==> config.mk <==
export PLATFORM = sky130hd
export DESIGN_NAME = minterm_reg_bank
export DESIGN_NICKNAME = d
export VERILOG_FILES = /design/src/rtl/minterm_reg_bank.sv
export SDC_FILE = /design/constraint.sdc
export NUM_CORES = 1
export LEC_CHECK = 0
export BUFFER_PORTS_ARGS = -buffer_cell sky130_fd_sc_hd__buf_2
export CAP_MARGIN = 20
export CORE_ASPECT_RATIO = 0.8
export CORE_MARGIN = 8
export CORE_UTILIZATION = 40
export CTS_CLUSTER_DIAMETER = 80
export DETAILED_ROUTE_END_ITERATION = 7
export PLACE_DENSITY_LB_ADDON = 0.1
export REMOVE_ABC_BUFFERS = 1
export SLEW_MARGIN = 20
export SYNTH_ARGS = -nofsm -noshare
export SYNTH_HDL_FRONTEND = slang
export SYNTH_SLANG_ARGS = --single-unit
export TNS_END_PERCENT = 1
==> constraint.sdc <==
create_clock -name clk -period 7.33 [get_ports clk]
set_input_delay 1.466 -clock clk [delete_from_list [all_inputs] [get_ports clk]]
set_output_delay 1.466 -clock clk [all_outputs]
set_load 0.01 [all_outputs]
==> src/rtl/minterm_reg_bank.sv <==
// minterm_reg_bank: multi-channel programmable truth-table unit. Each channel looks up the
// shared input vector in its own loadable mask and captures the result in a D- or T-mode
// flip-flop. A saturating counter tracks updates that changed any output bit.
module minterm_reg_bank #(
   parameter int unsigned N_IN = 4,
   parameter int unsigned CHANNELS = 4,
   parameter logic [2**N_IN-1:0] RESET_MASK = 16'h6EEE,
   parameter int unsigned CNT_W = 8,
   localparam int unsigned DEPTH = 2**N_IN,
   localparam int unsigned CFG_W = (CHANNELS > 1) ? $clog2(CHANNELS) : 1
) (
   input  logic                clk,
   input  logic                reset,
   input  logic                cfg_we,
   input  logic [CFG_W-1:0]    cfg_ch,
   input  logic [DEPTH-1:0]    cfg_mask,
   input  logic                cfg_mode,
   input  logic                in_valid,
   input  logic [N_IN-1:0]     in_vec,
   output logic [CHANNELS-1:0] out_q,
   output logic                out_valid,
   output logic [CNT_W-1:0]    chg_cnt,
   output logic                cfg_err
);

   logic [DEPTH-1:0]    mask_q [CHANNELS];
   logic [CHANNELS-1:0] mode_q;
   logic [CHANNELS-1:0] f;
   logic [CHANNELS-1:0] out_d;
   logic [CNT_W-1:0]    cnt_d;
   logic [CHANNELS-1:0] cfg_sel;
   logic                cfg_bad;

   // Truth-table lookup and next output/counter values; uses the currently stored config.
   always_comb begin
      f       = '0;
      out_d   = out_q;
      cnt_d   = chg_cnt;
      cfg_sel = '0;
      cfg_bad = cfg_we && (32'(cfg_ch) >= CHANNELS);
      for (int unsigned ch = 0; ch < CHANNELS; ch++) begin
         f[ch]       = mask_q[ch][in_vec];
         cfg_sel[ch] = cfg_we && (32'(cfg_ch) == ch);
         if (in_valid) begin
            out_d[ch] = mode_q[ch] ? (out_q[ch] ^ f[ch]) : f[ch];
         end
      end
      // Saturate rather than wrap.
      if (in_valid && (out_d != out_q) && (chg_cnt != '1)) begin
         cnt_d = chg_cnt + CNT_W'(1);
      end
   end

   // State update: synchronous reset overrides both evaluation and config writes.
   always_ff @(posedge clk) begin
      if (reset) begin
         for (int unsigned ch = 0; ch < CHANNELS; ch++) begin
            mask_q[ch] <= RESET_MASK;
         end
         mode_q    <= '0;
         out_q     <= '0;
         out_valid <= 1'b0;
         chg_cnt   <= '0;
         cfg_err   <= 1'b0;
      end else begin
         out_q     <= out_d;
         out_valid <= in_valid;
         chg_cnt   <= cnt_d;
         for (int unsigned ch = 0; ch < CHANNELS; ch++) begin
            if (cfg_sel[ch]) begin
               mask_q[ch] <= cfg_mask;
               mode_q[ch] <= cfg_mode;
            end
         end
         // Sticky until reset; out-of-range writes touch no channel.
         if (cfg_bad) begin
            cfg_err <= 1'b1;
         end
      end
   end

endmodule

==> results.yml, run 1 <==
outcome:
  status: "finished, final reports clean"
global_routing:
  grt_max_degree: 23
  grt_pass1_wl_mm: 13.4
  grt_usage_pct: 13.9
  grt_overflow_total: 0
  first_global_vias: 2331
  antenna_found_initial: 0
final_layout:
  drive_gt1_share_pct: 24.0
  antenna-diode-count: 0
  fin_nets: 348
  instances_no_fill: 440
  post-route-util_pct: 48.1
  syn2layout_area_growth_pct: 16.4
clock_network:
  numCtsBuffers: 9
  cts_buffer_depth: 2
  cts_resized: 0
  cts_tree: "yes"
  clock_latency_ps: 340
  cts.sinks: 81
  clock-root-buffer: "clkbuf_16"
  postCtsSetupBuffers: 0
  holdBufCountCts: 0
  cts-htree-levels: 3
  clkTransAtPathRegs_ps: 60
drt:
  avgRoutedWirePerCell_um: 19.1
  viasPerCell: 5.30
  drtPass1Iterations: 4
  vias: 2334
  dr.first_iter.drc_count: 159
  ant_nets: 0
  totalWireLength_mm: 8.39
  drc_errors: 0
synth:
  ys_seq_elements: 81
  seq_area_frac_synth_pct: 60.3
  syn_avg_cell_area_um2: 13.3
  synth_cell_types: 35
  synth_top_area_cell: "edfxtp_1"
  syn_area_um2: 3750
  netlist.area_leader.share_pct: 51.2
  netlist_instances: 282
  ys_warn_count: 0
  synth.area.top_cells: "edfxtp_1 51%, mux4_2 9.6%, dfxtp_1 9.1%, nand2b_1 6.0%, and2_1 3.7%"
timing:
  final-hold-violation-count: 0
  min_period_over_period_pct: 52.7
  layout_setup_ws_ps: 3470
  max_freq_ghz: 0.259
  slew_viol_final: 0
  setup_violations: 0
  fin_worst_skew_ps: 8.93
  slew-limit-headroom_pct: 34.0
  worstMarginPinSlew_ps: 985
  rsz0062_at_grt: "no"
  tns_ps: 0
  min_period_ps: 3860
worst_setup_path:
  r2r-end: "chg_cnt[3]"
  worst-setup-path-type: "primary input to flip-flop"
  critPathBufInv: 1
  critPathTopFamily: "compound AO/OA/AOI/OAI gates"
  start_kind: "primary input"
  cp_slowest_cell: "mux4_2"
  crit-reg2reg-launch: "mask_q[0][7]"
  required_ps: 7550
  cp_cell_sequence: "buf_2, mux4_2, a22o_1, a221oi_4, xnor2_1, a41oi_2, nand4_1, mux2_1"
  arrival_ps: 4090
  reg2reg_slack_ps: 4800
  r2r_cells: 7
  critPathMaxStageDelay_ps: 590
  path_max_fanout: 16
  worst_setup_path_end_kind: "flip-flop"
power_and_ir_drop:
  p_total_w: 0.00111
  leakage_nw: 1.55
  max-vdd-ir-drop_mv: 0.171
  power_density_nw_per_um2: 253
placement:
  port_buffers: 39
  place_inst: 424
  dp_slack_ps: 3060
  gp_congestion: 0.708
  place_hpwl_mm: 5.85
floorplanning:
  dieArea_um2: 12800
  rows: 31
  design.core.area_um2: 9080
  initial_utilization_pct: 41.3
  die_y_um: 103
  die_w_um: 124
  ios: 41
hold_path:
  hold_depth: 2
  hp-class: "flip-flop to flip-flop"
  hold_start: "chg_cnt[7]"
  holdPathEnd: "chg_cnt[7]"
run:
  cap_violations: 0
[per-stage QoR]
step,area (µm²),hold WS [ps]
global placement,4050,471
global route,4370,538
detailed placement,4050,485
floorplan,3680,461
CTS,4350,497
finish,4370,496
[cell type report]
| class | count | area (µm²) |
|---|---|---|
| Multi-Input combinational cell | 181 | 1430 |
| Fill cell | 843 | 4710 |
| Inverter | 6 | 22.5 |
| Timing Repair Buffer | 41 | 210 |
| Clock inverter | 3 | 40.0 |
| Tap cell | 115 | 144 |
| Clock buffer | 13 | 262 |
| Sequential cell | 81 | 2260 |
[worst max-delay path by stage]
stage | startpoint | end | slack, ps | cells after the start
after floorplan | in_vec[1] | chg_cnt[3] | 3900 | 7
after global placement | in_vec[1] | chg_cnt[5] | 3080 | 8
after detailed placement | in_vec[1] | chg_cnt[5] | 3060 | 8
after CTS | in_vec[1] | chg_cnt[5] | 3410 | 8
after global routing | in_vec[1] | chg_cnt[3] | 3240 | 8
final | in_vec[1] | chg_cnt[3] | 3470 | 8
[flip-flops by register name, summed over array words and instances (netlist names)]
name,flops
out_valid,1
mask_q,64
out_q,4
chg_cnt,8
mode_q,4
[kinds of logic after synthesis]
family,Yosys count,synth area share (%)
other cells,1,0.100
buf+inv,20,2.43
xor+xnor,5,1.17
fa+ha+maj,1,0.334
compound gates,31,6.04
flops,81,60.3
simple gates,120,18.0
mux,23,11.6
[tightest hold or removal path: cells and delay by family, from the launching register on]
family	cells	cell delay [ps]
AO/OA/AOI/OAI	2	130
flip-flops	1	320
[cells in the mapped netlist]
| cell | instances |
|---|---|
| nand2b_1 | 36 |
| and3_1 | 1 |
| or3_1 | 13 |
| a221oi_4 | 1 |
| buf_2 | 1 |
| xnor2_1 | 5 |
| o21bai_1 | 2 |
| nand3_1 | 2 |
| clkbuf_1 | 10 |
| a32oi_1 | 2 |
| nand4_1 | 4 |
| a41o_1 | 1 |
| and2_1 | 22 |
| mux4_2 | 16 |
| mux2i_1 | 4 |
| dfxtp_1 | 17 |
| nand2_1 | 17 |
| a41oi_2 | 1 |
| a31o_2 | 3 |
| ha_1 | 1 |
| a22oi_1 | 2 |
| nor3b_1 | 1 |
| o21ai_0 | 11 |
| o22ai_1 | 1 |
| buf_4 | 2 |
| mux2_1 | 3 |
| buf_6 | 1 |
| edfxtp_1 | 64 |
| a22o_1 | 1 |
| nor3_1 | 2 |
| conb_1 | 1 |
| a21oi_1 | 6 |
| nor2b_1 | 11 |
| inv_1 | 6 |
| nor2_1 | 11 |
[report_power, final]
group	switching [W]	total (W)	leakage (nW)	internal, W
Clock	0.000172	0.000456	0.149	0.000284
Sequential	0.0000124	0.000540	0.769	0.000528
Combinational	0.0000619	0.000109	0.631	0.0000475
Total	0.000247	0.00111	1.55	0.000859
[layout by cell type (no fill, tap or decap), types with 3 or more instances in the layout]
cell type | netlist | layout
clkbuf_1 | 10 | 3
xnor2_1 | 5 | 5
and2_1 | 22 | 22
a21oi_1 | 6 | 6
nor2_1 | 11 | 11
nor2b_1 | 11 | 11
buf_2 | 1 | 39
or3_1 | 13 | 13
nand2_1 | 17 | 17
edfxtp_1 | 64 | 64
inv_1 | 6 | 6
mux4_2 | 16 | 16
mux2_1 | 3 | 3
nand4_1 | 4 | 4
mux2i_1 | 4 | 4
a31o_2 | 3 | 3
o21ai_0 | 11 | 11
clkbuf_16 | 0 | 10
nand2b_1 | 36 | 36
dfxtp_1 | 17 | 17
[routing by layer]
layer | vias to the layer above | GRT usage (%) | wire length, µm
met5 | - | 0 | 0
met3 | 10 | 3.85 | 342
met1 | 1177 | 18.7 | 4200
met2 | 39 | 20.9 | 3740
met4 | 0 | 5.26 | 111
li1 | 1108 | - | -
No activity file was read; power rests on OpenSTA's default activity.
==> inputs of run 2 (changes only) <==
==> constraint.sdc (replaced) <==
create_clock -name clk -period 3.8 [get_ports clk]
set_input_delay 0.76 -clock clk [delete_from_list [all_inputs] [get_ports clk]]
set_output_delay 0.76 -clock clk [all_outputs]
set_load 0.01 [all_outputs]
==> results.yml, run 2 (synthesis results as in run 1) <==
power_and_ir_drop:
  power_density_nw_per_um2: 465
  max-vdd-ir-drop_mv: 0.245
  leakage_nw: 1.54
clock_network:
  postCtsSetupBuffers: 0
  cts_tree: "yes"
  holdBufCountCts: 0
  cts_resized: 0
  clock-root-buffer: "clkbuf_16"
  cts_buffer_depth: 2
  cts-htree-levels: 3
  numCtsBuffers: 9
  clkTransAtPathRegs_ps: 60
  clock_latency_ps: 330
  cts.sinks: 81
timing:
  setup_violations: 0
  min_period_ps: 2990
  slew-limit-headroom_pct: 60.4
  layout_setup_ws_ps: 812
  min_period_over_period_pct: 78.6
  max_freq_ghz: 0.335
  worstMarginPinSlew_ps: 594
  rsz0062_at_grt: "no"
  final-hold-violation-count: 0
  tns_ps: 0
  slew_viol_final: 0
  fin_worst_skew_ps: 6.08
hold_path:
  hp-class: "flip-flop to flip-flop"
  hold_depth: 2
  holdPathEnd: "mode_q[2]"
  hold_start: "mode_q[2]"
final_layout:
  fin_nets: 352
  syn2layout_area_growth_pct: 16.2
  layout_commonest_cell: "edfxtp_1"
  post-route-util_pct: 48.0
  antenna-diode-count: 0
  top_regs: "mask_q x64, chg_cnt x8"
  drive_gt1_share_pct: 25.2
  top_register: "mask_q"
  largest_reg_flops: 64
  final_cell_mix: "64 x edfxtp_1, 39 x buf_2, 36 x nand2b_1, 22 x and2_1"
drt:
  viasPerCell: 5.13
  drc_errors: 0
  totalWireLength_mm: 8.36
  avgRoutedWirePerCell_um: 18.8
  vias: 2279
  dr.first_iter.drc_count: 140
  ant_nets: 0
  drtPass1Iterations: 5
outcome:
  status: "finished, final reports clean"
floorplanning:
  dieArea_um2: 12800
  initial_utilization_pct: 41.3
  rows: 31
  design.core.area_um2: 9080
  die_y_um: 103
  ios: 41
  die_w_um: 124
worst_setup_path:
  path_max_fanout: 9
  r2r_cells: 7
  worst-setup-path-type: "primary input to flip-flop"
  crit-reg2reg-launch: "mask_q[0][5]"
  reg2reg_slack_ps: 1240
  start_kind: "primary input"
  arrival_ps: 3210
  required_ps: 4020
  worst_setup_path_end_kind: "flip-flop"
  r2r-end: "chg_cnt[3]"
placement:
  gp_congestion: 0.714
  port_buffers: 39
  place_hpwl_mm: 5.99
  dp_slack_ps: 437
global_routing:
  first_global_vias: 2357
  grt_overflow_total: 0
  grt_usage_pct: 13.7
  antenna_found_initial: 0
  grt_pass1_wl_mm: 13.2
  grt_max_degree: 23
run:
  cap_violations: 0
run 2: cell count changes in the layout (fill, tap and decap cells not counted), sizes merged:
cell / change
buf: +4
clkinvlp: +3
clkbuf: -2
bufinv: -1
run 2: area by class of cell:
type / count / area (µm²)
Fill cell: 863 / 4720
Clock inverter: 5 / 32.5
Multi-Input combinational cell: 181 / 1410
Tap cell: 115 / 144
Timing Repair Buffer: 45 / 253
Inverter: 6 / 22.5
Sequential cell: 81 / 2260
Clock buffer: 11 / 233
run 2: critical path, stage by stage:
cell     delay, ps
buf_2          280
buf_12         190
mux4_2         490
mux2i_1        160
mux2i_1        170
xnor2_1        310
a41oi_2        320
nand4_1        200
mux2_1         320
run 2: worst max-delay path by stage:
stage | endpoint | cells after the start | slack, ps | from
after floorplan | chg_cnt[3] | 7 | 1070 | in_vec[1]
after CTS | chg_cnt[3] | 8 | 780 | in_vec[1]
after global routing | chg_cnt[5] | 8 | 630 | in_vec[1]
after detailed placement | chg_cnt[3] | 8 | 440 | in_vec[1]
final | chg_cnt[3] | 9 | 810 | in_vec[1]
after global placement | chg_cnt[5] | 8 | 480 | in_vec[1]
run 2: power by group:
group	total, W	switching, W	internal [W]	leakage, nW
registers	0.00104	0.0000244	0.00102	0.769
clock network	0.000772	0.000332	0.000440	0.122
logic	0.000213	0.000119	0.0000942	0.650
total	0.00203	0.000475	0.00155	1.54
run 2: routing by layer:
layer / vias to the layer above / wire [µm] / part of all wire (%) / GRT usage (%)
li1: 1118 / - / - / -
met1: 1124 / 4120 / 49 / 18.1
met2: 32 / 3830 / 46 / 21.2
met3: 5 / 334 / 4.0 / 4.11
met4: 0 / 76 / 0.91 / 4.43
met5: - / 0 / 0 / 0
run 2: through the flow:
stage | area, µm² | power, W | hold WS, ps | std cells
floorplan | 3680 | 0.00118 | 461 | 268
CTS | 4360 | 0.00205 | 494 | 444
detailed placement | 4090 | 0.00128 | 484 | 428
finish | 4360 | 0.00203 | 494 | 444
global route | 4360 | 0.00211 | 531 | 444
global placement | 4090 | 0.00128 | 482 | 428
